## src/rtl/aes_round_ctrl_if.sv

```systemverilog
// Handshake and datapath-control bundle for aes_round_ctrl.
//   in_valid / in_ready   : plaintext block handshake from the core input side
//   reg_full              : state register holds a written block
//   reg_wr_en             : state register write enable (single-cycle pulses)
//   sel_input             : datapath mux, 0 = plaintext ^ key0, 1 = round result
//   round_idx             : current round number, also selects the round key
//   mixcol_bypass         : skip MixColumns on the final round
//   busy                  : a block is in flight
//   out_valid / out_ready : ciphertext handshake towards the consumer
// Modport slave is the controller; modport master is its environment.
interface aes_round_ctrl_if;
    logic       in_valid;
    logic       in_ready;
    logic       reg_full;
    logic       reg_wr_en;
    logic       sel_input;
    logic [3:0] round_idx;
    logic       mixcol_bypass;
    logic       busy;
    logic       out_valid;
    logic       out_ready;

    modport slave (
        input  in_valid, reg_full, out_ready,
        output in_ready, reg_wr_en, sel_input, round_idx,
               mixcol_bypass, busy, out_valid
    );

    modport master (
        output in_valid, reg_full, out_ready,
        input  in_ready, reg_wr_en, sel_input, round_idx,
               mixcol_bypass, busy, out_valid
    );
endinterface

```

## src/rtl/aes_round_ctrl.sv

```systemverilog
// aes_round_ctrl: sequencing controller for the 16-byte AES state register.
// Accepts one block, pulses the state-register write enable once for the
// initial AddRoundKey (LOAD) and once per round (ROUND), then holds the
// result until the consumer takes it (DONE).
// Ports:
//   clk    : single clock, rising edge
//   resetn : synchronous reset, active-high (1 = reset)
//   clear  : synchronous abort back to IDLE
//   bus    : handshake and datapath controls (see aes_round_ctrl_if)
// Parameters:
//   NR           : number of rounds, 1..15
//   ROUND_CYCLES : datapath latency per round in cycles, 1..16
module aes_round_ctrl #(
    parameter int NR           = 14,
    parameter int ROUND_CYCLES = 1
) (
    input  logic              clk,
    input  logic              resetn,
    input  logic              clear,
    aes_round_ctrl_if.slave   bus
);

    localparam logic [3:0] LAST_ROUND = 4'(NR);
    localparam logic [3:0] WAIT_INIT  = 4'(ROUND_CYCLES - 1);

    typedef enum logic [1:0] {
        IDLE  = 2'd0,
        LOAD  = 2'd1,
        ROUND = 2'd2,
        DONE  = 2'd3
    } state_t;

    state_t     state_reg;
    logic [3:0] round_reg;
    logic [3:0] wait_reg;

    // Reset and abort share one path: both force the block away, so outputs
    // that would act on the datapath are suppressed in the same cycle.
    logic abort;
    assign abort = resetn | clear;

    always_ff @(posedge clk) begin
        if (abort) begin
            state_reg <= IDLE;
            round_reg <= 4'd0;
            wait_reg  <= 4'd0;
        end else begin
            case (state_reg)
                IDLE: begin
                    if (bus.in_valid) begin
                        state_reg <= LOAD;
                        round_reg <= 4'd0;
                    end
                end
                LOAD: begin
                    state_reg <= ROUND;
                    round_reg <= 4'd1;
                    wait_reg  <= WAIT_INIT;
                end
                ROUND: begin
                    if (wait_reg != 4'd0) begin
                        wait_reg <= wait_reg - 4'd1;
                    end else if (round_reg < LAST_ROUND) begin
                        round_reg <= round_reg + 4'd1;
                        wait_reg  <= WAIT_INIT;
                    end else begin
                        // round_reg stays at NR through DONE
                        state_reg <= DONE;
                    end
                end
                DONE: begin
                    if (bus.reg_full && bus.out_ready) begin
                        state_reg <= IDLE;
                        round_reg <= 4'd0;
                    end
                end
                default: begin
                    state_reg <= IDLE;
                    round_reg <= 4'd0;
                    wait_reg  <= 4'd0;
                end
            endcase
        end
    end

    // Outputs decoded from the registered state and counters.
    always_comb begin
        bus.in_ready      = (state_reg == IDLE) && !abort;
        bus.reg_wr_en     = 1'b0;
        bus.sel_input     = 1'b0;
        bus.mixcol_bypass = 1'b0;
        bus.out_valid     = 1'b0;
        if (!abort) begin
            case (state_reg)
                LOAD: begin
                    bus.reg_wr_en = 1'b1;
                end
                ROUND: begin
                    if (wait_reg == 4'd0) begin
                        bus.reg_wr_en     = 1'b1;
                        bus.sel_input     = 1'b1;
                        bus.mixcol_bypass = (round_reg == LAST_ROUND);
                    end
                end
                DONE: begin
                    bus.out_valid = bus.reg_full;
                end
                default: begin
                end
            endcase
        end
    end

    assign bus.round_idx = round_reg;
    assign bus.busy      = (state_reg != IDLE);

endmodule

```

## src/flat_wrapper.sv

```systemverilog
// flat-port wrapper written by rule: the top's interface ports become plain ports
module aes_round_ctrl_flat 
#(
    parameter int NR           = 14,
    parameter int ROUND_CYCLES = 1
)
  (clk, resetn, clear, bus_in_valid, bus_reg_full, bus_out_ready, bus_in_ready, bus_reg_wr_en, bus_sel_input, bus_round_idx, bus_mixcol_bypass, bus_busy, bus_out_valid);
  aes_round_ctrl_if bus_i ();
  input  logic clk;
  input  logic resetn;
  input  logic clear;
  input wire logic [$bits(bus_i.in_valid)-1:0] bus_in_valid;
  input wire logic [$bits(bus_i.reg_full)-1:0] bus_reg_full;
  input wire logic [$bits(bus_i.out_ready)-1:0] bus_out_ready;
  output wire logic [$bits(bus_i.in_ready)-1:0] bus_in_ready;
  output wire logic [$bits(bus_i.reg_wr_en)-1:0] bus_reg_wr_en;
  output wire logic [$bits(bus_i.sel_input)-1:0] bus_sel_input;
  output wire logic [$bits(bus_i.round_idx)-1:0] bus_round_idx;
  output wire logic [$bits(bus_i.mixcol_bypass)-1:0] bus_mixcol_bypass;
  output wire logic [$bits(bus_i.busy)-1:0] bus_busy;
  output wire logic [$bits(bus_i.out_valid)-1:0] bus_out_valid;
  assign bus_i.in_valid = bus_in_valid;
  assign bus_i.reg_full = bus_reg_full;
  assign bus_i.out_ready = bus_out_ready;
  assign bus_in_ready = bus_i.in_ready;
  assign bus_reg_wr_en = bus_i.reg_wr_en;
  assign bus_sel_input = bus_i.sel_input;
  assign bus_round_idx = bus_i.round_idx;
  assign bus_mixcol_bypass = bus_i.mixcol_bypass;
  assign bus_busy = bus_i.busy;
  assign bus_out_valid = bus_i.out_valid;
  aes_round_ctrl #(.NR(NR), .ROUND_CYCLES(ROUND_CYCLES)) u_core (.clk(clk), .resetn(resetn), .clear(clear), .bus(bus_i));
endmodule
```

## config.mk

```make
export PLATFORM = sky130hd
export DESIGN_NAME = aes_round_ctrl_flat
export DESIGN_NICKNAME = d
export VERILOG_FILES = /design/src/rtl/aes_round_ctrl_if.sv /design/src/rtl/aes_round_ctrl.sv /design/src/flat_wrapper.sv
export SDC_FILE = /design/constraint.sdc
export NUM_CORES = 1
export LEC_CHECK = 0
export CORE_ASPECT_RATIO = 1.25
export CORE_MARGIN = 1.5
export CORE_UTILIZATION = 43
export CTS_CLUSTER_DIAMETER = 60
export DETAILED_ROUTE_END_ITERATION = 10
export PLACE_DENSITY_LB_ADDON = 0.1
export SYNTH_ARGS = -nofsm -noshare
export SYNTH_HDL_FRONTEND = slang
export SYNTH_SLANG_ARGS = --single-unit
```

## constraint.sdc

```tcl
create_clock -name clk -period 1.6 [get_ports clk]
set_input_delay 0.4 -clock clk [delete_from_list [all_inputs] [get_ports clk]]
set_output_delay 0.4 -clock clk [all_outputs]
set_load 0.01 [all_outputs]
```

==> qor.csv, run 1 <==
stage,metric,value,unit
cells_and_area,area delta synth->final,82.6,%
worst_setup_path,Worst path max stage delay,330,ps
worst_setup_path,CP Data Required Time,1200,ps
power,Logic pwr share,0.341,
logic_synthesis,number of synthesized flops with an enable pin,0,
place,HPWL Detailed,1700,um
sta,Final period util,1.20,
sta,setup slack after layout,-313,ps
logic_synthesis,Synth cell types,35,
worst_setup_path,critical path cell sequence,inv_2 -> ha_4 -> nor3b_4 -> and3_4 -> and4_1 -> buf_2,
cells_and_area,fraction of layout cells with a size suffix above 1,0.616,
logic_synthesis,Ys Warns,0,
logic_synthesis,Mapped Nets,98,
clocking,CTS Root Cell,clkbuf_4,
worst_setup_path,Worst setup SP type,register,
worst_setup_path,"setup slack, reg-to-reg",-100,ps
detailed_routing,Final Routed Wirelength,2860,um
place,IO buf count,15,
logic_synthesis,sequential area share after synthesis,0.268,
run,max_cap viols,0,
min_path,hold-critical path endpoint,u_core.state_reg[1]$_SDFFE_PN0P_,
floorplanning,Die Height,49.6,um
logic_synthesis,Synth area leader,dfxtp_1,
logic_synthesis,Mapped Area,747,um^2
global_route,first-pass GRT wire length,3710,um
clocking,H-tree depth,1,
cells_and_area,"commonest non-fill, non-tap cells in the layout","32 x buf_4, 12 x nand2_1, 8 x buf_6",
min_path,WHS Path Cells,2,
sta,fin crit period,1910,ps
min_path,worst hold-check path type,reg2reg,
sta,final setup fails,8,
sta,Final Hold Fails,0,
global_route,largest net degree at the start of global routing,11,
detailed_routing,Detailed Routing Iterations Pass 1,4,
logic_synthesis,top-area cell type share of the netlist area,0.268,
detailed_routing,initial DRC count,38,
outcome,status,"finished, violations left",
logic_synthesis,Synth Instances,84,
power,power per cell area,482,nW/um^2
logic_synthesis,"FFs w/ async S/R, synth",0,
detailed_routing,via count,919,
clocking,CTS hold repair buffers,0,
power,Psw,0.201,mW
worst_setup_path,path depth of the worst reg2reg path,8,
logic_synthesis,syn_area_per_cell,8.89,um^2
floorplanning,initial core utilization,0.466,
cells_and_area,fillers,92,
place,placed insts,145,
power,post-layout total power,0.657,mW
power,clock power share,0.267,
sta,skew final,12.2,ps
logic_synthesis,ys flop type,dfxtp_1,
floorplanning,Chip Width,40.3,um
global_route,GRT overflow,0,
worst_setup_path,highest-delay cell along the critical path,dfxtp_2,
clocking,Num CTS Buffers,3,
power,Sw Ratio,0.306,
detailed_routing,drt drc,0,
power,Leak,0.596,nW
worst_setup_path,Crit Path Max Fanout,2,
clocking,later-pin clock latency in the skew report,270,ps
clocking,Clock Path Buffers,2,
cells_and_area,"commonest non-fill, non-tap cell in the layout",buf_4,
place,gpl congestion,0.774,
sta,"Slew Viols, Final",0,
floorplanning,row cnt,16,
cells_and_area,Layout Cells excl Fill,156,
worst_setup_path,Crit Path Category,reg2out,
worst_setup_path,reg-to-reg endpoint,u_core.wait_reg[2]$_SDFFE_PN0P_,
sta,Rel. slew slack,0.808,
detailed_routing,WL/cell,18.3,um
cells_and_area,final core utilization,0.852,
global_route,overall routing resource usage,0.270,
power,Reg power frac,0.391,
sta,RSZ-0062 raised after global routing,yes,
logic_synthesis,"top cells by area, synth","dfxtp_1 27%, ha_1 13%, nand2_1 6.5%",
power,maximum vdd ir drop,0.413,mV
worst_setup_path,kind of end point of the critical path,primary output,
worst_setup_path,"Data arrival, critical path",1510,ps
place,Placement Setup Slack,-680,ps
logic_synthesis,number of synthesized register bits,10,
sta,Slew @ Worst Pin,285,ps
floorplanning,I/O Pins,16,
clocking,CTS tree,yes,
min_path,Worst Hold Launch,u_core.state_reg[1]$_SDFFE_PN0P_,
clocking,clk sink count,10,
global_route,antenna violations before repair,0,
clocking,Worst-path clk slew,70,ps
global_route,vias in the first global route,867,
sta,fmax,523,MHz
floorplanning,core area,1600,um^2
detailed_routing,vias per std cell,5.89,
floorplanning,Die Footprint,2000,um^2
worst_setup_path,reg2reg start,u_core.state_reg[0]$_SDFFE_PN0P_,
cells_and_area,Nets,154,
outcome,failing checks,negative setup slack,
cells_and_area,# diodes,0,
power,Int Pwr,0.456,mW
detailed_routing,antenna-violating nets left,0,
## stage by stage
stage          TNS, ps  hold WS, ps  cell area (um^2)
2_1_floorplan     -102          449               749
3_3_place_gp     -3730          485              1140
3_5_place_dp     -4100          491              1140
4_1_cts           -892          510              1270
5_1_grt          -1660          530              1360
6_report         -1130          510              1360
## Yosys cell counts, drive strengths merged (2+ instances only)
master,count
inv,6
o21ai,3
or3b,2
dfxtp,10
clkbuf,3
and3,2
a2bb2oi,2
a221oi,2
nand3,2
nand4,3
nor2,4
ha,8
nand2,14
a21oi,6
nor3,2
## how the worst max path moves through the flow
stage,depth (start not counted),end,start
6_report,6,bus_mixcol_bypass,u_core.wait_reg[0]$_SDFFE_PN0P_
5_1_grt,6,bus_mixcol_bypass,u_core.wait_reg[0]$_SDFFE_PN0P_
4_1_cts,6,bus_mixcol_bypass,u_core.wait_reg[1]$_SDFFE_PN0P_
3_5_place_dp,5,bus_mixcol_bypass,clear
3_3_place_gp,5,bus_mixcol_bypass,clear
2_1_floorplan,5,bus_mixcol_bypass,u_core.state_reg[0]$_SDFFE_PN0P_
## metal layers
metal	vias to the layer above	wire [um]	track usage
met4	0	189	0.0833
met1	438	1090	0.296
met2	38	1460	0.500
met5	-	0	0
met3	23	125	0.0270
li1	420	-	-
## power by group through the flow
stage | Combinational (mW) | Clock [mW] | Sequential, mW
after global placement | 0.167 | 0 | 0.263
after floorplan | 0.0840 | 0 | 0.265
after global routing | 0.235 | 0.195 | 0.258
final | 0.224 | 0.176 | 0.257
after CTS | 0.189 | 0.175 | 0.256
after detailed placement | 0.172 | 0 | 0.263
## cells by family after synthesis
| family | share of synthesized area |
|---|---|
| fa+ha+maj | 0.134 |
| compound gates | 0.293 |
| mux | 0.0134 |
| simple gates | 0.246 |
| buf+inv | 0.0452 |
| flops | 0.268 |
## area by class of cell
type | count | area [um^2] | share of cell area
clock buffer | 3 | 22.5 | 0.0165
inverter | 6 | 25.0 | 0.0183
multi-input combinational | 65 | 626 | 0.459
sequential | 10 | 211 | 0.155
tap | 18 | 22.5 | 0.0165
timing repair buffer | 54 | 457 | 0.335
## critical path: cells and delay by family (launching register included)
family / cells / cell delay, ps
fa+ha+maj: 1 / 130
buf+inv: 2 / 190
flops: 1 / 330
simple gates: 3 / 590
## timing repair
| item | CTS | global route |
|---|---|---|
| setup endpoints to repair | 17 | 14 |
| resized for setup | 57 | 18 |
| pin swaps | 12 | 13 |
| buffers inserted | 6 | 2 |
No activity file was read; power rests on OpenSTA's default activity.
==> run 2, diff against run 1 <==
Settings changed: CTS_CLUSTER_DIAMETER 60 to 50.
==> results of run 2 <==
Final layout, timing and power as in run 1 (identical DEF).
==> run 3, diff against run 2 <==
--- a/constraint.sdc
+++ b/constraint.sdc
@@ -3,2 +3,2 @@
 set_output_delay 0.4 -clock clk [all_outputs]
-set_load 0.01 [all_outputs]
+set_load 0.005 [all_outputs]
==> qor.csv, run 3 (same netlist as run 1, synthesis figures left out) <==
stage,metric,value,unit
place,placed insts,145,
clocking,CTS hold repair buffers,0,
min_path,worst hold-check path type,reg2reg,
global_route,largest net degree at the start of global routing,11,
worst_setup_path,"Data arrival, critical path",1560,ps
sta,setup slack after layout,-365,ps
sta,Final Hold Fails,0,
worst_setup_path,Crit Path Category,reg2out,
detailed_routing,initial DRC count,21,
outcome,failing checks,negative setup slack,
floorplanning,Die Footprint,2000,um^2
sta,fmax,509,MHz
outcome,status,"finished, violations left",
power,post-layout total power,0.659,mW
cells_and_area,fraction of layout cells with a size suffix above 1,0.648,
cells_and_area,Sequential cell area,214,um^2
cells_and_area,area delta synth->final,93.3,%
detailed_routing,Final Routed Wirelength,2970,um
sta,Fin Setup TNS,-1190,ps
place,Placement Setup Slack,-650,ps
run,max_cap viols,0,
detailed_routing,drt drc,0,
clocking,CTS tree,yes,
sta,Rel. slew slack,0.767,
detailed_routing,antenna-violating nets left,0,
floorplanning,I/O Pins,16,
detailed_routing,via count,936,
sta,RSZ-0062 raised after global routing,yes,
cells_and_area,"commonest non-fill, non-tap cell in the layout",buf_4,
sta,fin crit period,1960,ps
cells_and_area,area occupied by multi-input gates,641,um^2
global_route,first-pass GRT wire length,3780,um
floorplanning,initial core utilization,0.466,
cells_and_area,final core utilization,0.902,
place,HPWL Detailed,1660,um
floorplanning,Chip Width,40.3,um
worst_setup_path,kind of end point of the critical path,primary output,
sta,skew final,3.80,ps
cells_and_area,Layout Cells excl Fill,163,
worst_setup_path,CP Data Required Time,1200,ps
cells_and_area,Nets,161,
floorplanning,Die Height,49.6,um
power,maximum vdd ir drop,0.426,mV
clocking,later-pin clock latency in the skew report,270,ps
worst_setup_path,Crit Path Max Fanout,2,
power,Leak,0.662,nW
clocking,clk sink count,10,
clocking,Clock Path Buffers,2,
global_route,overall routing resource usage,0.272,
global_route,vias in the first global route,901,
sta,"Slew Viols, Final",0,
cells_and_area,"commonest non-fill, non-tap cells in the layout","35 x buf_4, 13 x buf_6, 12 x nand2_1",
clocking,Worst-path clk slew,60,ps
place,gpl congestion,0.778,
global_route,antenna violations before repair,0,
global_route,GRT overflow,0,
floorplanning,row cnt,16,
detailed_routing,WL/cell,18.2,um
cells_and_area,# diodes,0,
clocking,CTS Root Cell,clkbuf_4,
sta,final setup fails,8,
clocking,Num CTS Buffers,3,
place,IO buf count,15,
sta,Slew @ Worst Pin,347,ps
detailed_routing,Detailed Routing Iterations Pass 1,4,
floorplanning,core area,1600,um^2
power,power per cell area,457,nW/um^2
detailed_routing,vias per std cell,5.74,
cells_and_area,fillers,73,
worst_setup_path,Worst setup SP type,register,
sta,Final period util,1.23,
clocking,H-tree depth,1,
run 3: cell types whose count changed in the layout (fill, tap and decap cells not counted), moves of 2 or more:
| cell | delta |
|---|---|
| buf_6 | +5 |
| buf_4 | +3 |
| a21oi_1 | +2 |
| a21oi_2 | -2 |
| clkdlybuf4s15_1 | -2 |
| dfxtp_1 | -2 |
| dfxtp_2 | +2 |
| dlygate4sd2_1 | +2 |
run 3: timing repair:
item                       4_1_cts  5_1_grt
pin swaps                       11       15
gates resized for setup         61       19
setup buffers                   12        8
setup endpoints to repair       14       14
cloned                           0        0
run 3: layer usage:
layer  vias up  GRT usage  share of wire
li1        433          -              -
met1       435      0.281           0.38
met2        49      0.522           0.52
met3        19     0.0270          0.055
met4         0     0.0833          0.049
met5         -          0              0
run 3: area by class of cell:
type | count | share of cell area
repair buffers | 61 | 0.360
multi-input cells | 65 | 0.444
well taps | 18 | 0.0156
flip-flops and latches | 10 | 0.148
clock buffers | 3 | 0.0156
inverters | 6 | 0.0173
run 3: where the power goes:
group | total (mW) | internal [mW] | switching [mW]
clock | 0.176 | 0.0871 | 0.0887
combinational | 0.226 | 0.123 | 0.103
sequential | 0.258 | 0.252 | 0.00596
run 3: critical path, stage by stage, from the launching register on:
cell and delay, ps:
dfxtp_2 340, inv_2 80, ha_4 130, nor3b_4 240, and3_4 230, and4_1 170, buf_2 120
run 3: final timing paths:
kind / startpoint / endpoint / slack, ps / cells past startpoint
max: u_core.wait_reg[0]$_SDFFE_PN0P_ / bus_mixcol_bypass / -360 / 6
min: u_core.wait_reg[1]$_SDFFE_PN0P_ / u_core.wait_reg[1]$_SDFFE_PN0P_ / 600 / 3
max reg2reg: u_core.state_reg[1]$_SDFFE_PN0P_ / u_core.bus.round_idx[3]$_SDFFE_PN0P_ / -140 / 8
min reg2reg: u_core.wait_reg[1]$_SDFFE_PN0P_ / u_core.wait_reg[1]$_SDFFE_PN0P_ / 600 / 3
run 3: stage by stage:
stage	hold slack [ps]	cell area (um^2)
finish	598	1440
global route	633	1440
CTS	584	1330
detailed placement	504	1140
global placement	486	1140
floorplan	449	749
